--- src/rtl/pipe_pkg.sv ---
// Shared pipeline-control definitions: FSM encodings and field widths.
package pipe_pkg;

    localparam int unsigned STATE_W     = 2;
    localparam int unsigned REG_W       = 5;
    localparam int unsigned STALL_CNT_W = 16;

    localparam logic [STATE_W-1:0] ST_IDLE   = 2'b00;
    localparam logic [STATE_W-1:0] ST_RUN    = 2'b01;
    localparam logic [STATE_W-1:0] ST_STEP   = 2'b10;
    localparam logic [STATE_W-1:0] ST_HALTED = 2'b11;

endpackage

--- src/rtl/hazard_unit.sv ---
// Combinational hazard detection: load-use dependency and control-transfer flush request.
module hazard_unit
    import pipe_pkg::*;
(
    input  logic [REG_W-1:0] id_rs,
    input  logic [REG_W-1:0] id_rt,
    input  logic             ex_mem_read,
    input  logic [REG_W-1:0] ex_rt,
    input  logic             id_branch_taken,
    input  logic             id_jump,
    output logic             load_use,
    output logic             flush_req
);

    // Register 0 is hardwired, so a load into it never creates a dependency.
    always_comb begin
        load_use  = ex_mem_read && (ex_rt != REG_W'(0)) &&
                    ((ex_rt == id_rs) || (ex_rt == id_rt));
        flush_req = (id_branch_taken || id_jump) && !load_use;
    end

endmodule

--- src/rtl/pipe_ctrl.sv ---
// Pipeline controller: run/step/halt FSM, hazard gating and performance counters.
module pipe_ctrl
    import pipe_pkg::*;
#(
    parameter int unsigned CNT_W = 32
) (
    input  logic                   clk,
    input  logic                   reset,
    input  logic                   dbg_run,
    input  logic                   dbg_step_mode,
    input  logic                   dbg_step,
    input  logic                   halt_wb,
    input  logic [REG_W-1:0]       id_rs,
    input  logic [REG_W-1:0]       id_rt,
    input  logic                   ex_mem_read,
    input  logic [REG_W-1:0]       ex_rt,
    input  logic                   id_branch_taken,
    input  logic                   id_jump,
    output logic                   clk_en,
    output logic                   stall,
    output logic                   flush,
    output logic                   idex_bubble,
    output logic [STATE_W-1:0]     state,
    output logic [CNT_W-1:0]       cycle_cnt,
    output logic [STALL_CNT_W-1:0] stall_cnt
);

    logic [STATE_W-1:0] state_nxt;
    logic               step_q;
    logic               step_edge;
    logic               load_use;
    logic               flush_req;

    hazard_unit u_hazard (
        .id_rs           (id_rs),
        .id_rt           (id_rt),
        .ex_mem_read     (ex_mem_read),
        .ex_rt           (ex_rt),
        .id_branch_taken (id_branch_taken),
        .id_jump         (id_jump),
        .load_use        (load_use),
        .flush_req       (flush_req)
    );

    // Edge is against the registered level, so a held request yields one step and
    // an edge that happens outside STEP is simply lost rather than queued.
    assign step_edge = dbg_step && !step_q;

    // State register.
    always_ff @(posedge clk or posedge reset) begin
        if (reset) begin
            state <= ST_IDLE;
        end else begin
            state <= state_nxt;
        end
    end

    // Next-state logic; a retiring HALT during an advancing cycle beats everything.
    always_comb begin
        state_nxt = state;
        case (state)
            ST_IDLE: begin
                if (dbg_run && dbg_step_mode) begin
                    state_nxt = ST_STEP;
                end else if (dbg_run) begin
                    state_nxt = ST_RUN;
                end
            end
            ST_RUN: begin
                if (halt_wb && clk_en) begin
                    state_nxt = ST_HALTED;
                end else if (!dbg_run) begin
                    state_nxt = ST_IDLE;
                end else if (dbg_step_mode) begin
                    state_nxt = ST_STEP;
                end
            end
            ST_STEP: begin
                if (halt_wb && clk_en) begin
                    state_nxt = ST_HALTED;
                end else if (!dbg_run) begin
                    state_nxt = ST_IDLE;
                end else if (!dbg_step_mode) begin
                    state_nxt = ST_RUN;
                end
            end
            default: begin
                state_nxt = ST_HALTED;
            end
        endcase
    end

    // Combinational outputs: advance enable and hazard controls gated by it.
    always_comb begin
        clk_en      = 1'b0;
        stall       = 1'b0;
        flush       = 1'b0;
        idex_bubble = 1'b0;
        case (state)
            ST_RUN:  clk_en = 1'b1;
            ST_STEP: clk_en = step_edge;
            default: clk_en = 1'b0;
        endcase
        stall       = clk_en && load_use;
        flush       = clk_en && flush_req;
        idex_bubble = stall;
    end

    // Step-request level register used for edge detection.
    always_ff @(posedge clk or posedge reset) begin
        if (reset) begin
            step_q <= 1'b0;
        end else begin
            step_q <= dbg_step;
        end
    end

    // Saturating performance counters; they only move on advancing cycles.
    always_ff @(posedge clk or posedge reset) begin
        if (reset) begin
            cycle_cnt <= '0;
            stall_cnt <= '0;
        end else begin
            if (clk_en && !(&cycle_cnt)) begin
                cycle_cnt <= cycle_cnt + CNT_W'(1);
            end
            if (stall && !(&stall_cnt)) begin
                stall_cnt <= stall_cnt + STALL_CNT_W'(1);
            end
        end
    end

endmodule

--- config.mk ---
export PLATFORM = sky130hd
export DESIGN_NAME = pipe_ctrl
export DESIGN_NICKNAME = d
export VERILOG_FILES = /design/src/rtl/pipe_pkg.sv /design/src/rtl/hazard_unit.sv /design/src/rtl/pipe_ctrl.sv
export SDC_FILE = /design/constraint.sdc
export NUM_CORES = 1
export LEC_CHECK = 0
export CAP_MARGIN = 20
export CORE_MARGIN = 3
export CORE_UTILIZATION = 40
export DETAILED_ROUTE_END_ITERATION = 10
export PLACE_DENSITY = 0.74
export REMOVE_ABC_BUFFERS = 1
export SKIP_LAST_GASP = 1
export SLEW_MARGIN = 0
export SYNTH_ARGS = -nofsm -noshare
export SYNTH_HDL_FRONTEND = slang
export SYNTH_SLANG_ARGS = --single-unit
--- constraint.sdc ---
create_clock -name clk -period 2.2 [get_ports clk]
set_input_delay 0.55 -clock clk [delete_from_list [all_inputs] [get_ports clk]]
set_output_delay 0.55 -clock clk [all_outputs]
set_load 0.1 [all_outputs]
After elaboration in Yosys (flattened, before gate mapping)
Cells that the tools add are included.
{"block": "word_totals", "wordCells": 44, "output_inout_bits": 54, "inputBits": 24, "regBits": 51}
{"block": "classes", "n_addsub": 2, "reduce_logical": 21, "eq_ne": 7, "muxes": 10}
{"cell": "adder 32 x 1 -> 32 bit, second input constant", "n": 1}
{"cell": "AND reduction 32 bit", "n": 1}
{"cell": "adder 16 x 1 -> 16 bit, second input constant", "n": 1}
{"cell": "two-way mux 2 bit", "n": 8}
{"cell": "AND reduction 16 bit", "n": 1}
{"cell": "== test 5 bit", "n": 2}
{"cell": "logical AND 1 bit", "n": 10}
{"cell": "inequality test 4 bit, second input constant", "n": 2}
{"cell": "case mux 2 bit (3 select lines)", "n": 1}
{"cell": "nonzero test 5 bit", "n": 1}
{"cell": "zero test 1 bit", "n": 4}
{"cell": "inequality test 3 bit, second input constant", "n": 1}
{"cell": "AND reduction 3 bit", "n": 1}
{"cell": "== test 2 x 1 -> 1 bit, second input constant", "n": 1}
{"cell": "== test 2 bit, second input constant", "n": 1}
{"cell": "zero test 2 bit", "n": 1}
{"cell": "logical OR 1 bit", "n": 2}
{"cell": "case mux 1 bit (2 select lines)", "n": 1}

Depth between registers and ports, before layout
Gate-level depths: netlist of the first run.
{"block": "depth", "depth_word": 6, "ltp_mapped": 9, "depth_no_buf": 8}

Modules after synthesis
Synthesis of the first run repeated with hierarchy kept, for this count alone.
{"block": "hier_totals", "cells_unflattened": 261, "area_unflattened_um2": 2740.1}
{"module": "pipe_ctrl", "area_per_inst_um2": 2595.0, "n_inst": 1, "cells_each": 240, "seq_area_each_um2": 1276.2}
{"module": "hazard_unit", "area_per_inst_um2": 145.1, "n_inst": 1, "cells_each": 21, "seq_area_each_um2": 0.0}

Worst setup path after synthesis of the first run
Ideal clock, no wire load.
{"block": "synth_path", "path_type": "register to output", "start": "register state[0]", "end": "output port stall", "setup_slack_ns": -2.230, "arrival_time_ns": 3.880, "n_path_buf": 1, "stages_incl_launch_ff": 8, "required_time_ns": 1.650, "path_cell_list": "dfrtp_1 inv_1 ha_1 inv_1 a21o_4 or2_4 nor2_1 buf_4"}
{"block": "synth_via", "elab_chain_len": 3, "word_cells_on_any_way": 4, "cone_classes": "eq/ne: 2; mux: 1; reduce/logical: 1"}
{"item": "start: declaration", "line_no": "pipe_ctrl.sv:23", "text": "output logic [STATE_W-1:0] state,"}
{"item": "start signal: assignment", "line_no": "pipe_ctrl.sv:54", "text": "state <= state_nxt;"}
{"item": "== test 2 bit / == test 2 x 1 -> 1 bit (equally long branches)", "line_no": "pipe_ctrl.sv:99", "text": "case (state)"}
{"item": "case mux 1 bit (2 select lines) *", "line_no": "pipe_ctrl.sv:99"}
{"item": "logical AND 1 bit *", "line_no": "pipe_ctrl.sv:104", "text": "stall = clk_en && load_use;"}
{"item": "end: declaration", "line_no": "pipe_ctrl.sv:20", "text": "output logic stall,"}
Mark *: on every way between the ends. The rest lies on a longest branch, timed or not.

Final worst setup path of the first run
{"block": "layout_path", "start": "register state[0]", "end": "output port idex_bubble"}
{"block": "layout_via", "elab_chain_len": 3, "word_cells_on_any_way": 4, "cone_classes": "eq/ne: 2; mux: 1; reduce/logical: 1"}
{"item": "== test 2 bit / == test 2 x 1 -> 1 bit (equally long branches)", "line_no": "pipe_ctrl.sv:99"}
{"item": "case mux 1 bit (2 select lines) *", "line_no": "pipe_ctrl.sv:99"}
{"item": "logical AND 1 bit *", "line_no": "pipe_ctrl.sv:104"}
{"item": "end: declaration", "line_no": "pipe_ctrl.sv:22", "text": "output logic idex_bubble,"}
Marked as above.

==> results of run 1 <==
registers in the layout, indices dropped and copies added, names as in the netlist:
signal,cells
cycle_cnt,32
stall_cnt,16
state,2
step_q,1
through the flow:
step	total power, mW	area (µm²)
global placement	2.88	3790
CTS	3.67	4000
finish	3.74	4130
global route	3.93	4130
detailed placement	2.91	3790
floorplan	2.25	2690
synthesized netlist by cell type, types with 2 or more instances:
cell / instances
sky130_fd_sc_hd__nor4_1: 2
sky130_fd_sc_hd__nor3_4: 2
sky130_fd_sc_hd__nor3_1: 5
sky130_fd_sc_hd__o21ai_0: 3
sky130_fd_sc_hd__ha_1: 6
sky130_fd_sc_hd__mux2_2: 3
sky130_fd_sc_hd__xor2_1: 19
sky130_fd_sc_hd__nand2_1: 26
sky130_fd_sc_hd__a21oi_1: 7
sky130_fd_sc_hd__and3_1: 7
sky130_fd_sc_hd__inv_1: 12
sky130_fd_sc_hd__and4_1: 3
sky130_fd_sc_hd__nand4_1: 15
sky130_fd_sc_hd__and2_1: 3
sky130_fd_sc_hd__dfrtp_1: 51
sky130_fd_sc_hd__nand2b_1: 2
sky130_fd_sc_hd__xnor2_1: 33
sky130_fd_sc_hd__nor2_1: 18
sky130_fd_sc_hd__nor3b_1: 2
sky130_fd_sc_hd__nand3_1: 11
worst paths after layout:
check                      slack, ns                   endpoint                 startpoint  cells after the start
setup / recovery               -0.23                idex_bubble       state[0]$_DFFE_PP0P_                      7
hold / removal                  0.49  cycle_cnt[28]$_DFFE_PP0P_  cycle_cnt[28]$_DFFE_PP0P_                      1
setup reg to reg               -0.19  stall_cnt[15]$_DFFE_PP0P_       state[0]$_DFFE_PP0P_                     10
hold reg to reg                 0.49  cycle_cnt[28]$_DFFE_PP0P_  cycle_cnt[28]$_DFFE_PP0P_                      1
max in group asynchronous       1.23  cycle_cnt[31]$_DFFE_PP0P_                      reset                      3
min in group asynchronous       0.61  cycle_cnt[14]$_DFFE_PP0P_                      reset                      3
layer usage:
layer	track usage	part of all wire
met4	0.0412	0.0067
met2	0.288	0.51
met5	0	0
met1	0.217	0.43
met3	0.0493	0.056
where the power goes:
part / internal (mW) / total, mW / leakage [nW] / switching (mW)
registers: 1.02 / 1.10 / 0.670 / 0.0837
clock network: 0.334 / 0.625 / 0.0513 / 0.291
logic: 0.742 / 2.02 / 1.23 / 1.28
area by class of cell:
cell class	instances	share of cell area
clock buffers	6	0.0176
clock inverters	1	0.00726
inverters	12	0.0109
multi-input cells	191	0.380
flip-flops and latches	51	0.309
well taps	77	0.0233
repair buffers	123	0.252
kinds of logic (layout without fill, tap and decap cells):
family / after synthesis / in the layout / share of synthesized area
adder cells (fa/ha/maj): 6 / 6 / 0.0277
buffers and inverters: 14 / 142 / 0.0235
XOR/XNOR: 52 / 52 / 0.168
flip-flops: 51 / 51 / 0.470
AND/OR/NAND/NOR: 108 / 108 / 0.233
AO/OA/AOI/OAI: 22 / 22 / 0.0650
multiplexers: 3 / 3 / 0.0125
worst register-to-register path, cell delays in order (launching register included):
cell,delay (ns)
sky130_fd_sc_hd__dfrtp_1,0.40
sky130_fd_sc_hd__inv_2,0.12
sky130_fd_sc_hd__ha_4,0.16
sky130_fd_sc_hd__nand3b_4,0.09
sky130_fd_sc_hd__a21o_4,0.22
sky130_fd_sc_hd__or2_4,0.24
sky130_fd_sc_hd__buf_4,0.14
sky130_fd_sc_hd__buf_6,0.12
sky130_fd_sc_hd__or3b_4,0.48
sky130_fd_sc_hd__nor3_4,0.15
sky130_fd_sc_hd__xor2_1,0.20
timing repair:
item	4_1_cts	5_1_grt
cloned	0	0
resized for setup	44	23
setup endpoints to repair	19	18
pin swaps	14	9
buffers inserted	5	3
==> out/summary.md, run 1 <==
Hold repair after CTS inserted 0 buffers. The post-route minimum period works out to 2.43 ns. At the pin with the least slew margin, the transition time is 0.433 ns.

The worst setup path is captured at an output pin. For the max-slew violation total from the final report, the log shows 0. For the final database, setup skew stands at 0.00724 ns.

Clock tree synthesis found a total of 51 sinks. The run gives 2346 as the overall via count from detail_route. The critical path is of the flop to output pin type. The share of the yosys chip area belonging to registers came out at 0.470. Dividing the detail-routed via count by the number of cells gives 5.09.

The tools report the placeable core area as 0.00646 mm². The run finished, with violations left. Max-cap violations in this run came to 0.

Ranked by total cell area, the synthesized netlist is headed by sky130_fd_sc_hd__dfrtp_1 (47%), sky130_fd_sc_hd__xnor2_1 (11%), sky130_fd_sc_hd__xor2_1 (6.1%). Summed over all instances, the cell type with the most area after synthesis is sky130_fd_sc_hd__dfrtp_1. The total overflow left after global routing is 0. The run gives 0.420 as the initial core utilization.

For this run, the post-layout net count is 414. The logs give 1.88 ns for the worst endpoint data arrival time and 0.640 for the final core utilization. Worst-case vdd ir drop: 0.000828 V. The share of post-route cells with drive strength above 1 was 0.401.

The power density over the cells is 905 mW/mm², and the total of fill cells in the finished design is 570. Traced cell by cell, the critical path runs through inv_2 -> ha_4 -> nand3b_4 -> a21o_4 -> or2_4 -> nor2_4 -> buf_12. Flip-flop cell with the highest count after synthesis: sky130_fd_sc_hd__dfrtp_1. The number of antenna diodes in the final layout is 0. Summing all multi-input logic gate instances after layout gives 0.00157 mm².

The count of state elements after synthesis is 51, and the clock-pin slew on the worst setup and hold paths is 0.09 ns. The synthesis-to-finish area growth works out to 52.4%. In this run the clock root is driven by a sky130_fd_sc_hd__clkbuf_8.

The number of port buffers is 77, and the cell leakage power is 1.96 nW. During synthesis, Yosys emitted a total of 0 warnings. Wire length after detailed routing: 6540 µm.

The first detailed-routing pass took 5 iterations. At the placement stage, the worst setup path has a slack of -0.603 ns. In the final routed layout, each cell accounts on average for 14.2 µm. For the initial antenna violation count, the log shows 0. The worst setup path is launched from a flop. The clock network latency to the later pin of the worst-skew pair is 0.29 ns.

Detailed placement ended at an HPWL of 4840 µm. TritonCTS created 5 clock buffers. Counting flops with a built-in enable in the synthesized netlist gives 0. The pin count of the biggest net entering global routing was 33.

Synthesis instantiated 46 different standard cells from the library. Setup repair after global routing could not meet its margin everywhere. The number of cells in the design after placement is 446. The via count of the first global-routing pass is 2321, and the placement row count is 29. Most frequent standard cell in the layout excluding fill and tap cells: sky130_fd_sc_hd__buf_4. TritonCTS built the clock tree.

The violation count after the first detailed-route iteration was 33; the async set-or-reset flop fraction in the synthesized netlist was 1.00. The critical path required time was 1.65 ns. For this design, the slowest cell found on the critical path is sky130_fd_sc_hd__dfrtp_1. For this run, the slowest stage of the critical path takes 0.40 ns. The run gives 0.00271 mm² as the netlist area before placement. Summing all flip-flop and latch instances after layout gives 0.00128 mm². In the layout the commonest cells are sky130_fd_sc_hd__buf_4 (91), sky130_fd_sc_hd__dfrtp_1 (51), sky130_fd_sc_hd__xnor2_1 (32). The first global-routing pass estimated 10600 µm of wire. The logs give 78 for the number of ports placed on the die boundary and 2 for the maximum level of the CTS H-tree. The share of the synthesized area in the top cell type works out to 0.470.

Routability-driven placement finished with a final weighted congestion of 0.766. The logs give -0.234 ns for the setup slack of the critical path after layout and 0.00781 mm² for the overall die area. The logs give 0 for the number of hold violations in the final report and -1.55 ns for the final setup TNS. The tightest min-delay check is of the flop to flop type. Synthesis handed over a netlist of 256 instances.

The DRC violation count after routing was 0. Dominant delay contributor by cell family on the critical path: simple AND/OR/NAND/NOR gates. The final period utilization is 1.11. Worst hold slack: 0.493 ns.

From bottom edge to top edge, the die measures 88.4 µm. The checks that failed: negative setup slack. The horizontal die dimension was 88.4 µm. Global-route usage over all layers: 0.171. The critical path contains buffers and inverters numbering 2 combined.

Number of endpoints failing setup at the final stage: 13. For this run, the number of standard cells in the final layout without fillers is 461. The tools report the headroom to the max-slew limit as 0.709. The maximum operating frequency is 0.411 GHz, and the maximum buffer depth of the clock tree is 2. The detail route stage leaves a number of antenna-violating nets equal to 0.

The maximum net fanout on the critical path is 3, and the mean instance size in the synthesized netlist is 10.6 µm².
Power figures use the tool's default switching activity.
==> run 2, diff against run 1 <==
--- a/config.mk
+++ b/config.mk
@@ -6,10 +6,9 @@
 export NUM_CORES = 1
 export LEC_CHECK = 0
 export CAP_MARGIN = 20
-export CORE_MARGIN = 3
 export CORE_UTILIZATION = 40
 export DETAILED_ROUTE_END_ITERATION = 10
-export PLACE_DENSITY = 0.74
+export PLACE_DENSITY = 0.72
 export REMOVE_ABC_BUFFERS = 1
 export SKIP_LAST_GASP = 1
 export SLEW_MARGIN = 0
==> out/summary.md, run 2 (synthesized netlist as in run 1, its figures left out) <==
The flow ran to the end, but the final reports show violations. The checks that failed: design-rule violations, negative setup slack. Actual slew at the worst max-slew pin: 0.405 ns. Number of clock sinks: 51. The total of max-cap violations is 0. In this run the tool buffered the top-level ports with 77 buffer cells. Before antenna repair, the detailed router went through 7 iterations.

The register with the most flip-flops in the layout has 32 of them. The power density over the cells was 885 mW/mm²; the number of endpoints failing setup at the final stage was 16. The cell leakage power is 1.99 nW, and the post-route minimum period is 2.47 ns.

The clock-pin slew on the worst setup and hold paths is 0.10 ns. Top register by number of flip-flops: cycle_cnt. For the overall die area, the log shows 0.00711 mm². In the routed layout, each cell is associated on average with a via count of 5.13.

Clock tree synthesis selected as its root buffer the cell sky130_fd_sc_hd__clkbuf_8. The number of buffers added by the clock tree synthesis step is 5. TritonCTS built the clock tree. The initial core utilization came out at 0.420. Total inserted antenna cells: 0. During I/O placement, the number of pins put on the boundary was 78. The worst setup path is captured at a flop.

Summed over all failing endpoints, the final setup total negative slack is -3.02 ns. The tools report the global-route usage over all layers as 0.185. From bottom edge to top edge, the die measures 84.4 µm. The H-tree generated during clock tree synthesis spans 2 levels. The maximum buffer depth of the clock tree is 2. The initial antenna violation count was 0; the DRC violation count after routing was 8. For the placeable core area, the log shows 0.00646 mm². Setup repair after global routing could not meet its margin everywhere. Dividing the detail-routed wire length by the instance count gives 13.8 µm.

In the final layout, the registers with the most flip-flops are cycle_cnt: 32 flops, stall_cnt: 16 flops, state: 2 flops. After detailed routing, the total wire length is 6340 µm. The run gives 0.723 as the headroom to the max-slew limit. Summing internal, switching and leakage power gives 3.67 mW. The most frequent standard cell in the layout excluding fill and tap cells was sky130_fd_sc_hd__buf_4.

At the later pin of the worst-skew pair, clock insertion delay measures 0.31 ns. The area growth from synthesis to layout is 52.6%. After filler insertion, the fill cell instance count of the layout stands at 549. The run gives 2388 as the via count of the first global-routing pass. The setup slack of the critical path after layout was -0.271 ns; the design internal power was 2.00 mW.

The worst setup path is launched from a flop. The number of routed nets with antenna violations is 0, and the total area of sequential cells is 0.00128 mm². The share of post-route cells with drive strength above 1 is 0.392, and the multi-input gate area in the final layout is 0.00156 mm². The tools report the placement row count as 29.

After the last flow step, the layout net total stands at 412. The top cell types in the final layout, fill and taps aside, are sky130_fd_sc_hd__buf_4 (87), sky130_fd_sc_hd__dfrtp_1 (51), sky130_fd_sc_hd__xnor2_1 (32). The share of power burned in the clock network came out at 0.159.

Global routing finished with a remaining overflow of 0. Of all nets on the critical path, the largest fanout is 7. For the critical path required time, the log shows 2.40 ns. The horizontal die dimension came out at 84.4 µm. For the worst setup path, the data arrival time is 2.67 ns.

The estimated wirelength of the detail-placed design came out at 4540 µm. The logs give 0 for the max-slew violation total from the final report and 2358 for the overall via count from detail_route. For the first-pass GRT wire length, the log shows 10700 µm. Routability-driven placement finished with a final weighted congestion of 0.857.

Summed over all nets, the switching power comes to 1.67 mW. The final period utilization came out at 1.12. In this run, the number of DRC markers left after iteration 0 of detailed routing was 51. For the portion of total power attributed to sequential cells, the log shows 0.300. The run gives 0.541 as the share of total power in combinational logic.

The number of hold violations in the final report came out at 0. The number of buffers inserted for hold repair after clock tree synthesis was 0. The worst hold path belongs to the class flop to flop. The worst-case IR drop observed on VDD is 0.000576 V.

Entering global routing, the biggest net connects 52 pins. The run gives 0.0122 ns as the worst clock skew. The run gives 0.405 GHz as the maximum operating frequency. The worst setup path is of the flop to flop kind. Switching share of total power: 0.455.
==> run 2: routing by layer <==
metal	GRT usage	part of all wire
met5	0	0
met4	0.0555	0.012
met3	0.0452	0.056
met2	0.330	0.51
met1	0.222	0.42
==> run 2: final cells by class <==
class,instances,share of cell area
clock buffers,6,0.0199
inverters,12,0.0109
well taps,77,0.0233
clock inverters,2,0.00393
flip-flops and latches,51,0.308
repair buffers,121,0.258
multi-input cells,191,0.376
==> run 2: worst max-delay path, cell delays in order (launching register included) <==
cell	delay [ns]
sky130_fd_sc_hd__dfrtp_1	0.42
sky130_fd_sc_hd__buf_4	0.15
sky130_fd_sc_hd__ha_4	0.15
sky130_fd_sc_hd__nand3b_4	0.09
sky130_fd_sc_hd__a21o_4	0.21
sky130_fd_sc_hd__or2_4	0.24
sky130_fd_sc_hd__buf_4	0.14
sky130_fd_sc_hd__buf_6	0.11
sky130_fd_sc_hd__buf_6	0.12
sky130_fd_sc_hd__or3b_4	0.48
sky130_fd_sc_hd__buf_6	0.16
sky130_fd_sc_hd__xnor2_1	0.11
==> run 2: stage by stage <==
stage | util | hold WS (ns) | cells | instance area, µm² | worst slack (ns)
after CTS | 0.620 | 0.502 | 456 | 4010 | -0.279
after global placement | 0.583 | 0.478 | 443 | 3760 | -0.589
final | 0.641 | 0.499 | 460 | 4140 | -0.271
after global routing | 0.641 | 0.525 | 460 | 4140 | -0.323
after detailed placement | 0.583 | 0.489 | 443 | 3760 | -0.599
after floorplan | - | 0.581 | 254 | 2690 | -3.22
==> run 2: power groups by stage <==
stage | Clock (mW) | Combinational [mW] | Sequential (mW)
5_1_grt | 0.630 | 2.08 | 1.11
3_5_place_dp | 0 | 1.77 | 1.11
3_3_place_gp | 0 | 1.74 | 1.11
4_1_cts | 0.600 | 1.91 | 1.10
2_1_floorplan | 0 | 0.590 | 1.66
6_report | 0.582 | 1.98 | 1.10
==> run 2: final timing paths <==
check | start | endpoint | slack, ns | depth (start not counted)
hold / removal | cycle_cnt[7]$_DFFE_PP0P_ | cycle_cnt[7]$_DFFE_PP0P_ | 0.50 | 1
hold reg to reg | cycle_cnt[7]$_DFFE_PP0P_ | cycle_cnt[7]$_DFFE_PP0P_ | 0.50 | 1
setup / recovery | state[1]$_DFFE_PP0P_ | stall_cnt[3]$_DFFE_PP0P_ | -0.27 | 11
setup reg to reg | state[1]$_DFFE_PP0P_ | stall_cnt[3]$_DFFE_PP0P_ | -0.27 | 11
min in group asynchronous | reset | stall_cnt[1]$_DFFE_PP0P_ | 0.60 | 3
max in group asynchronous | reset | cycle_cnt[31]$_DFFE_PP0P_ | 1.36 | 3
==> run 2: timing repair <==
| action | in CTS | in global routing |
|---|---|---|
| pin swaps | 12 | 9 |
| cloned | 0 | 0 |
| gates resized for setup | 39 | 24 |
| buffers inserted | 5 | 4 |
| setup endpoints to repair | 21 | 18 |
==> run 3, diff against run 2 <==
--- a/config.mk
+++ b/config.mk
@@ -5,6 +5,7 @@
 export SDC_FILE = /design/constraint.sdc
 export NUM_CORES = 1
 export LEC_CHECK = 0
+export ABC_CLOCK_PERIOD_IN_PS = 2200
 export CAP_MARGIN = 20
 export CORE_UTILIZATION = 40
 export DETAILED_ROUTE_END_ITERATION = 10
==> results of run 3 <==
The final DEF is identical to that of run 2; final timing and power are the same.
